### src/rtl/seq_alu_core.sv
// Multi-cycle ALU: single-cycle logic/arith ops plus iterative multiply and shifts behind a start/done handshake.
// Define SEQ_ALU_MUL_EN to build opcode 1000 as the shift-add multiplier; otherwise it returns zero in one cycle.
module seq_alu_core #(
  parameter int WIDTH = 8,
  localparam int SHW = $clog2(WIDTH)
) (
  input  logic             clk,
  input  logic             in_it,
  input  logic             start,
  input  logic [3:0]       a_in,
  input  logic [WIDTH-1:0] accum,
  input  logic [WIDTH-1:0] b_reg,
  input  logic             mux_s,
  output logic [WIDTH-1:0] y_out,
  output logic [WIDTH-1:0] y_hi,
  output logic             carry,
  output logic             zero,
  output logic             done,
  output logic             busy
);

  typedef enum logic [1:0] {S_IDLE = 2'd0, S_EXEC = 2'd1, S_DONE = 2'd2} state_t;

  localparam logic [3:0] OP_ADD = 4'b0000, OP_SUB = 4'b0001, OP_AND = 4'b0010, OP_OR  = 4'b0011;
  localparam logic [3:0] OP_XOR = 4'b0100, OP_NOT = 4'b0101, OP_INC = 4'b0110, OP_DEC = 4'b0111;
  localparam logic [3:0] OP_MUL = 4'b1000, OP_SHL = 4'b1001, OP_SHR = 4'b1010, OP_ROL = 4'b1011;
  localparam logic [3:0] OP_CMP = 4'b1100, OP_SWP = 4'b1101, OP_SEL = 4'b1110, OP_CLR = 4'b1111;

  state_t           r_state, w_next_state;
  logic [3:0]       r_op;
  logic [WIDTH-1:0] r_a;
  logic [SHW:0]     r_cnt;
  logic [WIDTH-1:0] r_y, r_yhi;
  logic             r_carry, r_zero, r_done, r_busy;

  logic [SHW-1:0]   w_k;
  logic             w_is_shift, w_mul_req, w_multi;
  logic [WIDTH:0]   w_sum;
  logic [WIDTH-1:0] w_sc_y, w_na, w_fin_y, w_fin_hi;
  logic             w_sc_c, w_bit, w_fin_c;

  assign w_k        = b_reg[SHW-1:0];
  assign w_is_shift = (a_in == OP_SHL) || (a_in == OP_SHR) || (a_in == OP_ROL);

`ifdef SEQ_ALU_MUL_EN
  logic [WIDTH-1:0] r_b, r_hi, w_nhi, w_nb;
  logic [WIDTH:0]   w_add;

  assign w_mul_req = (a_in == OP_MUL);
  // r_b holds the unconsumed multiplier bits and fills with product low bits from the top
  assign w_add = {1'b0, r_hi} + (r_b[0] ? {1'b0, r_a} : {(WIDTH+1){1'b0}});
  assign w_nhi = w_add[WIDTH:1];
  assign w_nb  = {w_add[0], r_b[WIDTH-1:1]};
`else
  assign w_mul_req = 1'b0;
`endif

  assign w_multi = w_mul_req || (w_is_shift && (w_k != {SHW{1'b0}}));

  // Single-cycle result from the live inputs, used on the accepting edge
  always_comb begin
    w_sum  = {(WIDTH+1){1'b0}};
    w_sc_y = {WIDTH{1'b0}};
    w_sc_c = 1'b0;
    case (a_in)
      OP_ADD: begin
        w_sum  = {1'b0, accum} + {1'b0, b_reg};
        w_sc_y = w_sum[WIDTH-1:0];
        w_sc_c = w_sum[WIDTH];
      end
      OP_SUB: begin
        w_sum  = {1'b0, accum} - {1'b0, b_reg};
        w_sc_y = w_sum[WIDTH-1:0];
        w_sc_c = w_sum[WIDTH];
      end
      OP_AND: w_sc_y = accum & b_reg;
      OP_OR:  w_sc_y = accum | b_reg;
      OP_XOR: w_sc_y = accum ^ b_reg;
      OP_NOT: w_sc_y = ~accum;
      OP_INC: begin
        w_sum  = {1'b0, accum} + (WIDTH+1)'(1);
        w_sc_y = w_sum[WIDTH-1:0];
        w_sc_c = w_sum[WIDTH];
      end
      OP_DEC: begin
        w_sum  = {1'b0, accum} - (WIDTH+1)'(1);
        w_sc_y = w_sum[WIDTH-1:0];
        w_sc_c = w_sum[WIDTH];
      end
      OP_SHL, OP_SHR, OP_ROL: w_sc_y = accum;
      OP_CMP: begin
        w_sc_y[2] = (accum < b_reg);
        w_sc_y[1] = (accum == b_reg);
        w_sc_y[0] = (accum > b_reg);
      end
      OP_SWP: w_sc_y = {accum[WIDTH/2-1:0], accum[WIDTH-1:WIDTH/2]};
      OP_SEL: w_sc_y = mux_s ? b_reg : accum;
      OP_MUL, OP_CLR: w_sc_y = {WIDTH{1'b0}};
      default: w_sc_y = {WIDTH{1'b0}};
    endcase
  end

  // One shift/rotate step on the working operand
  always_comb begin
    w_na  = r_a;
    w_bit = 1'b0;
    case (r_op)
      OP_SHL: begin w_na = {r_a[WIDTH-2:0], 1'b0};        w_bit = r_a[WIDTH-1]; end
      OP_SHR: begin w_na = {1'b0, r_a[WIDTH-1:1]};        w_bit = r_a[0];       end
      OP_ROL: begin w_na = {r_a[WIDTH-2:0], r_a[WIDTH-1]}; w_bit = r_a[WIDTH-1]; end
      default: begin w_na = r_a; w_bit = 1'b0; end
    endcase
  end

  // Value loaded into the outputs on the edge that enters DONE
  always_comb begin
    w_fin_y  = w_sc_y;
    w_fin_hi = {WIDTH{1'b0}};
    w_fin_c  = w_sc_c;
    if (r_state == S_EXEC) begin
`ifdef SEQ_ALU_MUL_EN
      if (r_op == OP_MUL) begin
        w_fin_y  = w_nb;
        w_fin_hi = w_nhi;
        w_fin_c  = (w_nhi != {WIDTH{1'b0}});
      end else begin
        w_fin_y = w_na;
        w_fin_c = w_bit;
      end
`else
      w_fin_y = w_na;
      w_fin_c = w_bit;
`endif
    end else begin
      w_fin_y = w_sc_y;
      w_fin_c = w_sc_c;
    end
  end

  // Next-state decode
  always_comb begin
    w_next_state = r_state;
    case (r_state)
      S_IDLE: begin
        if (start) w_next_state = w_multi ? S_EXEC : S_DONE;
        else       w_next_state = S_IDLE;
      end
      S_EXEC: begin
        if (r_cnt == (SHW+1)'(1)) w_next_state = S_DONE;
        else                      w_next_state = S_EXEC;
      end
      S_DONE:  w_next_state = S_IDLE;
      default: w_next_state = S_IDLE;
    endcase
  end

  // State, operand latches, iteration registers and registered outputs
  always_ff @(posedge clk) begin
    if (in_it) begin
      r_state <= S_IDLE;
      r_op    <= 4'b0000;
      r_a     <= {WIDTH{1'b0}};
      r_cnt   <= {(SHW+1){1'b0}};
      r_y     <= {WIDTH{1'b0}};
      r_yhi   <= {WIDTH{1'b0}};
      r_carry <= 1'b0;
      r_zero  <= 1'b0;
      r_done  <= 1'b0;
      r_busy  <= 1'b0;
`ifdef SEQ_ALU_MUL_EN
      r_b     <= {WIDTH{1'b0}};
      r_hi    <= {WIDTH{1'b0}};
`endif
    end else begin
      r_state <= w_next_state;
      r_done  <= (w_next_state == S_DONE);
      r_busy  <= (w_next_state != S_IDLE);
      if (w_next_state == S_DONE) begin
        r_y     <= w_fin_y;
        r_yhi   <= w_fin_hi;
        r_carry <= w_fin_c;
        r_zero  <= ({w_fin_hi, w_fin_y} == {(2*WIDTH){1'b0}});
      end
      case (r_state)
        S_IDLE: begin
          if (start) begin
            r_op  <= a_in;
            r_a   <= accum;
            r_cnt <= w_mul_req ? (SHW+1)'(WIDTH) : {1'b0, w_k};
`ifdef SEQ_ALU_MUL_EN
            r_b   <= b_reg;
            r_hi  <= {WIDTH{1'b0}};
`endif
          end
        end
        S_EXEC: begin
          r_a   <= w_na;
          r_cnt <= r_cnt - (SHW+1)'(1);
`ifdef SEQ_ALU_MUL_EN
          if (r_op == OP_MUL) begin
            r_hi <= w_nhi;
            r_b  <= w_nb;
          end
`endif
        end
        default: ;
      endcase
    end
  end

  assign y_out = r_y;
  assign y_hi  = r_yhi;
  assign carry = r_carry;
  assign zero  = r_zero;
  assign done  = r_done;
  assign busy  = r_busy;

endmodule

### config.mk
export PLATFORM = sky130hd
export DESIGN_NAME = seq_alu_core
export DESIGN_NICKNAME = d
export VERILOG_FILES = /design/src/rtl/seq_alu_core.sv
export SDC_FILE = /design/constraint.sdc
export NUM_CORES = 1
export LEC_CHECK = 0
export BUFFER_PORTS_ARGS = -buffer_cell sky130_fd_sc_hd__buf_2
export CAP_MARGIN = 5
export CORE_ASPECT_RATIO = 0.9
export CORE_MARGIN = 4
export CORE_UTILIZATION = 35
export DETAILED_ROUTE_END_ITERATION = 10
export PLACE_DENSITY = 0.6
export SLEW_MARGIN = 10
export SYNTH_ARGS = -nofsm -noshare
export SYNTH_HDL_FRONTEND = slang
export SYNTH_SLANG_ARGS = --single-unit
### constraint.sdc
create_clock -name clk -period 3.5 [get_ports clk]
set_input_delay 0.35 -clock clk [delete_from_list [all_inputs] [get_ports clk]]
set_output_delay 0.35 -clock clk [all_outputs]
set_load 0.05 [all_outputs]
Yosys cells after proc, flatten, opt, wreduce, memory -nomap -nowiden
Index checks and enable logic that the tools add are counted.
{ "word_totals": {"regBits": 30, "elab_cells": 73} }
{ "op_classes": {"add_sub_neg": 5, "order_cmp": 2, "n_eq_ne": 23, "n_mux": 16, "bitwise_logic": 4, "reduce_logical": 14} }
{ "ops": {"columns": ["op", "n"], "rows": [
  ["$pmux 5 s11", 1],
  ["$eq 4x4->1 const B", 11],
  ["$pmux 3 s13", 1],
  ["$mux 8", 3],
  ["$pmux 8 s3", 1],
  ["$eq 4x3->1 const B", 4],
  ["$logic_not 16->1", 1],
  ["$pmux 8 s2", 1],
  ["$add 8x1->9 const B", 1],
  ["$add 8x8->9", 1],
  ["$sub 8x1->9 const B", 1],
  ["$sub 8x8->9", 1],
  ["$and 8x8->8", 1],
  ["$eq 4x1->1 const B", 2],
  ["$eq 4x2->1 const B", 2],
  ["$eq 8x8->1", 1],
  ["$gt 8x8->1", 1],
  ["$lt 8x8->1", 1],
  ["$not 8->8", 1],
  ["$or 8x8->8", 1],
  ["$pmux 4 s2", 1],
  ["$xor 8x8->8", 1],
  ["$mux 2", 3],
  ["$logic_not 4->1", 1],
  ["17 further kinds", 21]
]} }

Logic depth before layout (Yosys ltp)
{ "depth": {"ltp_word": 8, "ltp_mapped": 12, "ltp_nobuf": 12} }

Least setup slack after synthesis
OpenSTA, ideal clock, no wires.
{ "synth_path": {"path_kind": "input to register", "start": "in accum[5]", "end": "reg r_zero, in the netlist zero", "setup_time_ps": 59, "arrival_ps": 2750, "setup_slack_ps": 691, "path_stages": 12, "cell_sequence": "clkbuf_1 -> clkinv_1 -> ha_1 -> clkbuf_1 -> nor2b_1 -> o21ai_0 -> a21oi_1 -> a311oi_1 -> nand4b_1 -> a221oi_1 -> nor4b_1 -> a31o_1"} }
{ "synth_between": {"elab_chain_cells": 4, "word_cells_on_any_way": 16, "classes_between": "4 x add/sub; 2 x order compare; 1 x eq/ne; 4 x mux; 4 x bitwise; 1 x reduce/logical"} }
{ "synth_lines": {"columns": ["item", "line_no", "rtl"], "rows": [
  ["from (decl)", "11", "input logic [WIDTH-1:0] accum,"],
  ["$sub 8x1->9, or another cell as far along", "86", "w_sum = {1'b0, accum} - (WIDTH+1)'(1);"],
  ["$pmux 5 s11 or $pmux 3 s13 (tied branches)", "65", "case (a_in)"],
  ["$mux 8 (*)", "120", "if (r_state == S_EXEC) begin"],
  ["$logic_not 16->1 (*)", "182", "r_zero <= ({w_fin_hi, w_fin_y} == {(2*WIDTH){1'b0}});"],
  ["to (signal assigned)", "182", null],
  ["to (decl)", "34", "logic r_carry, r_zero, r_done, r_busy;"]
]} }
Every way passes the cells marked *; elsewhere a longest branch is shown, timed or not.
A chain may end at the register's enable or synchronous reset.

Final worst setup path
{ "layout_path": {"start": "in accum[0]", "end": "reg r_zero, in the netlist zero"} }
{ "layout_between": {"elab_chain_cells": 4, "word_cells_on_any_way": 16, "classes_between": "4 x add/sub; 2 x order compare; 1 x eq/ne; 4 x mux; 4 x bitwise; 1 x reduce/logical"} }
{ "layout_lines": {"columns": ["item", "line_no"], "rows": [
  ["$sub 8x1->9, or another cell as far along", "86"],
  ["$pmux 3 s13 or $pmux 5 s11 (tied branches)", "65"],
  ["$mux 8 (*)", "120"],
  ["$logic_not 16->1 (*)", "182"]
]} }
Marked as above.

==> flow_metrics.tcl <==
set metrics [dict create \
    rsz_0062_raised_after_global_routing "no" \
    setup-tns-final_ps 0 \
    final-max-slew-violation-count 0 \
    fill_cells 1037 \
    critPathArrivalTime_ps 3280 \
    antenna_found_initial 0 \
    grt_start_max_net_pins 31 \
    synth_top_area_cell "sky130_fd_sc_hd__dfxtp_1" \
    place.detailed.hpwl_um 9643 \
    finalHoldViolCount 0 \
    yosys-top-cells-count "54 x sky130_fd_sc_hd__nand2_1, 44 x sky130_fd_sc_hd__nor2_1, 33 x sky130_fd_sc_hd__o21ai_0" \
    post-route-min-period_ps 3047 \
    h-tree-depth 2 \
    effective_utilization_at_floorplan 0.3617 \
    dr.first_iter.drc_count 456 \
    detailroute.wirelength.met3_um 1067 \
    avgRoutedWirePerCell_um 19.86 \
    drc 0 \
    critPathKind "in2reg" \
    port_buffers 35 \
    synth_sequential_area_ratio 0.1705 \
    setup-violations-final 0 \
    dieArea_um2 11740 \
    wire_length_of_the_first_global_routing_pass_um 19820 \
    top_layer "met4" \
    clock-root-buffer "sky130_fd_sc_hd__clkbuf_8" \
    syn_area_um2 3523 \
    grt_overflow_total 0 \
    total_leakage_power_nw 1.521 \
    design.final.nets 568 \
    number_of_max_cap_violations 0 \
    drt-pass1-iter-count 5 \
    dp.cells 633 \
    postSynthAreaPerCell_um2 7.104 \
    synth_top_cell_area_share 0.1705 \
    die_x_um 113.8 \
    gp_routability_congestion 0.9663 \
    most_instantiated_flip_flop_cell_in_the_synthesis_netlist "sky130_fd_sc_hd__dfxtp_1" \
    clkSinkCount 30 \
    routed_wl_um 12730 \
    dieHeight_um 103.2 \
    multi_input_combinational_cell_area_um2 2630 \
    yosysUniqueCellTypes 77 \
    met2_routed_wirelength_um 5299 \
    critPathCaptureType "register" \
    synth_most_common_cell "sky130_fd_sc_hd__nand2_1" \
    met1_routed_length_um 5941 \
    post-route-period-util 0.8707 \
    yosys_register_bits 30 \
    required_ps 3740 \
    route.antenna.remaining_nets 0 \
    cts_made_buffers 5 \
    detail_route.vias_per_cell 6.197 \
    count_of_flip_flops_with_a_built_in_enable_after_synthesis 0 \
    clock_skew_ps 8.592 \
    synth-async-reset-ratio 0 \
    rows 34 \
    tightestPinTransition_ps 1179 \
    antenna-diode-count 0 \
    total_i_o_pin_count 44 \
    syn-instance-count 496 \
    power-per-cell-area_nw_per_um2 310.9 \
    worst_setup_hold_path_clk_slew_ps 70 \
    post_cts_hold_buffer_count 0 \
    crit_fanout 8 \
    insertion_delay_ps 290 \
    cts.path.max_buffers 2 \
    drive_gt1_frac 0.1301 \
    maxClockFrequency_mhz 328.1 \
    cts_tree "yes" \
    final_cells 641 \
    via_count_of_the_first_global_routing_pass 3601 \
    route.vias.total 3972 \
    ff_latch_area_um2 600.6 \
    area_growth_syn_to_layout_pct 9.482 \
    design.core.area_um2 9742 \
    groute.usage.overall 0.2133 \
    timing.critical_path.from_type "input pin" \
    cts_resized 0 \
    post-cts-setup-buffers 0 \
    max-slew-margin-rel 0.2142 \
    status "finished clean" \
    synth.top_cells.by_area "sky130_fd_sc_hd__dfxtp_1 17%, sky130_fd_sc_hd__ha_1 9.9%, sky130_fd_sc_hd__nand2_1 5.8%, sky130_fd_sc_hd__nor2_1 4.7%, sky130_fd_sc_hd__o21ai_0 4.7%" \
    vdd_drop_max_mv 0.2188 \
    hold_class "in2reg" \
    ys_warnings 0 \
]
-- cell type report --
cell class,instances,share of cell area
Multi-Input combinational cell,401,0.6818
Sequential cell,30,0.1557
Inverter,29,0.02822
Tap cell,126,0.04087
Clock inverter,2,0.003244
Timing Repair Buffer,47,0.06876
Clock buffer,6,0.02141
-- metal layers --
metal  GRT usage  vias up
li1            -     1836
met1      0.3125     1887
met4     0.08410        0
met5           0        -
met2      0.3101      215
met3     0.03607       34
-- critical path, stage by stage --
cell	delay, ps
sky130_fd_sc_hd__buf_2	150
sky130_fd_sc_hd__inv_1	200
sky130_fd_sc_hd__ha_1	210
sky130_fd_sc_hd__inv_1	60
sky130_fd_sc_hd__fa_1	400
sky130_fd_sc_hd__nor2b_1	180
sky130_fd_sc_hd__o311ai_0	520
sky130_fd_sc_hd__nor4b_1	110
sky130_fd_sc_hd__a21oi_1	150
sky130_fd_sc_hd__nand4b_1	110
sky130_fd_sc_hd__a221oi_1	380
sky130_fd_sc_hd__nor4b_1	280
sky130_fd_sc_hd__a31o_1	180
-- placed cells by master, fill, tap and decap left out, types with 9 or more instances in the layout --
cell type                   n
sky130_fd_sc_hd__o21ai_0   33
sky130_fd_sc_hd__dfxtp_1   30
sky130_fd_sc_hd__inv_1     28
sky130_fd_sc_hd__buf_2     35
sky130_fd_sc_hd__buf_4     12
sky130_fd_sc_hd__xnor2_1    9
sky130_fd_sc_hd__nand3_1   13
sky130_fd_sc_hd__nor2b_1   12
sky130_fd_sc_hd__nand2b_1   9
sky130_fd_sc_hd__a31oi_1   14
sky130_fd_sc_hd__nand2_1   54
sky130_fd_sc_hd__nor2_1    44
sky130_fd_sc_hd__ha_1      28
sky130_fd_sc_hd__a21oi_1   29
sky130_fd_sc_hd__nor3_1     9
sky130_fd_sc_hd__a211oi_1  12
-- cells by family after synthesis --
kind of cell	count (synthesis)	synth area share
flip-flops	30	0.1705
adder cells (fa/ha/maj)	30	0.1108
AO/OA/AOI/OAI	163	0.3175
XOR/XNOR	13	0.03232
AND/OR/NAND/NOR	181	0.2596
other	1	0.001064
buffers and inverters	72	0.09055
multiplexers	6	0.01776
-- final timing paths --
kind / start / cells after the start / end / slack, ps
max: accum[0] / 13 / zero / 450
min: start / 3 / r_state[0] / 370
max reg2reg: r_op[3] / 8 / zero / 920
min reg2reg: y_out[0] / 2 / y_out[0] / 450
-- state kept, by name, summed over array words and instances, names as in the netlist --
register / flops
r_a: 8
busy: 1
r_state: 2
y_out: 8
done: 1
r_cnt: 4
zero: 1
carry: 1
r_op: 4
-- power by group --
| group | total, mW | switching (mW) | internal, mW |
|---|---|---|---|
| clock network | 0.299 | 0.141 | 0.158 |
| logic | 0.510 | 0.345 | 0.165 |
| registers | 0.391 | 0.0209 | 0.370 |
-- stage by stage --
step | hold slack [ps] | cell area, µm² | power (mW) | worst slack, ps | utilization
3_3_place_gp | 441.0 | 3762 | 0.8961 | 347.2 | 0.3862
3_5_place_dp | 441.5 | 3762 | 0.8945 | 257.0 | 0.3862
5_1_grt | 391.3 | 3857 | 1.263 | 164.3 | 0.3960
2_1_floorplan | 430.2 | 3550 | 0.7607 | 691.4 | -
4_1_cts | 372.0 | 3857 | 1.193 | 545.1 | 0.3960
6_report | 371.7 | 3857 | 1.199 | 452.5 | 0.3960
Power figures use the tool's default switching activity.
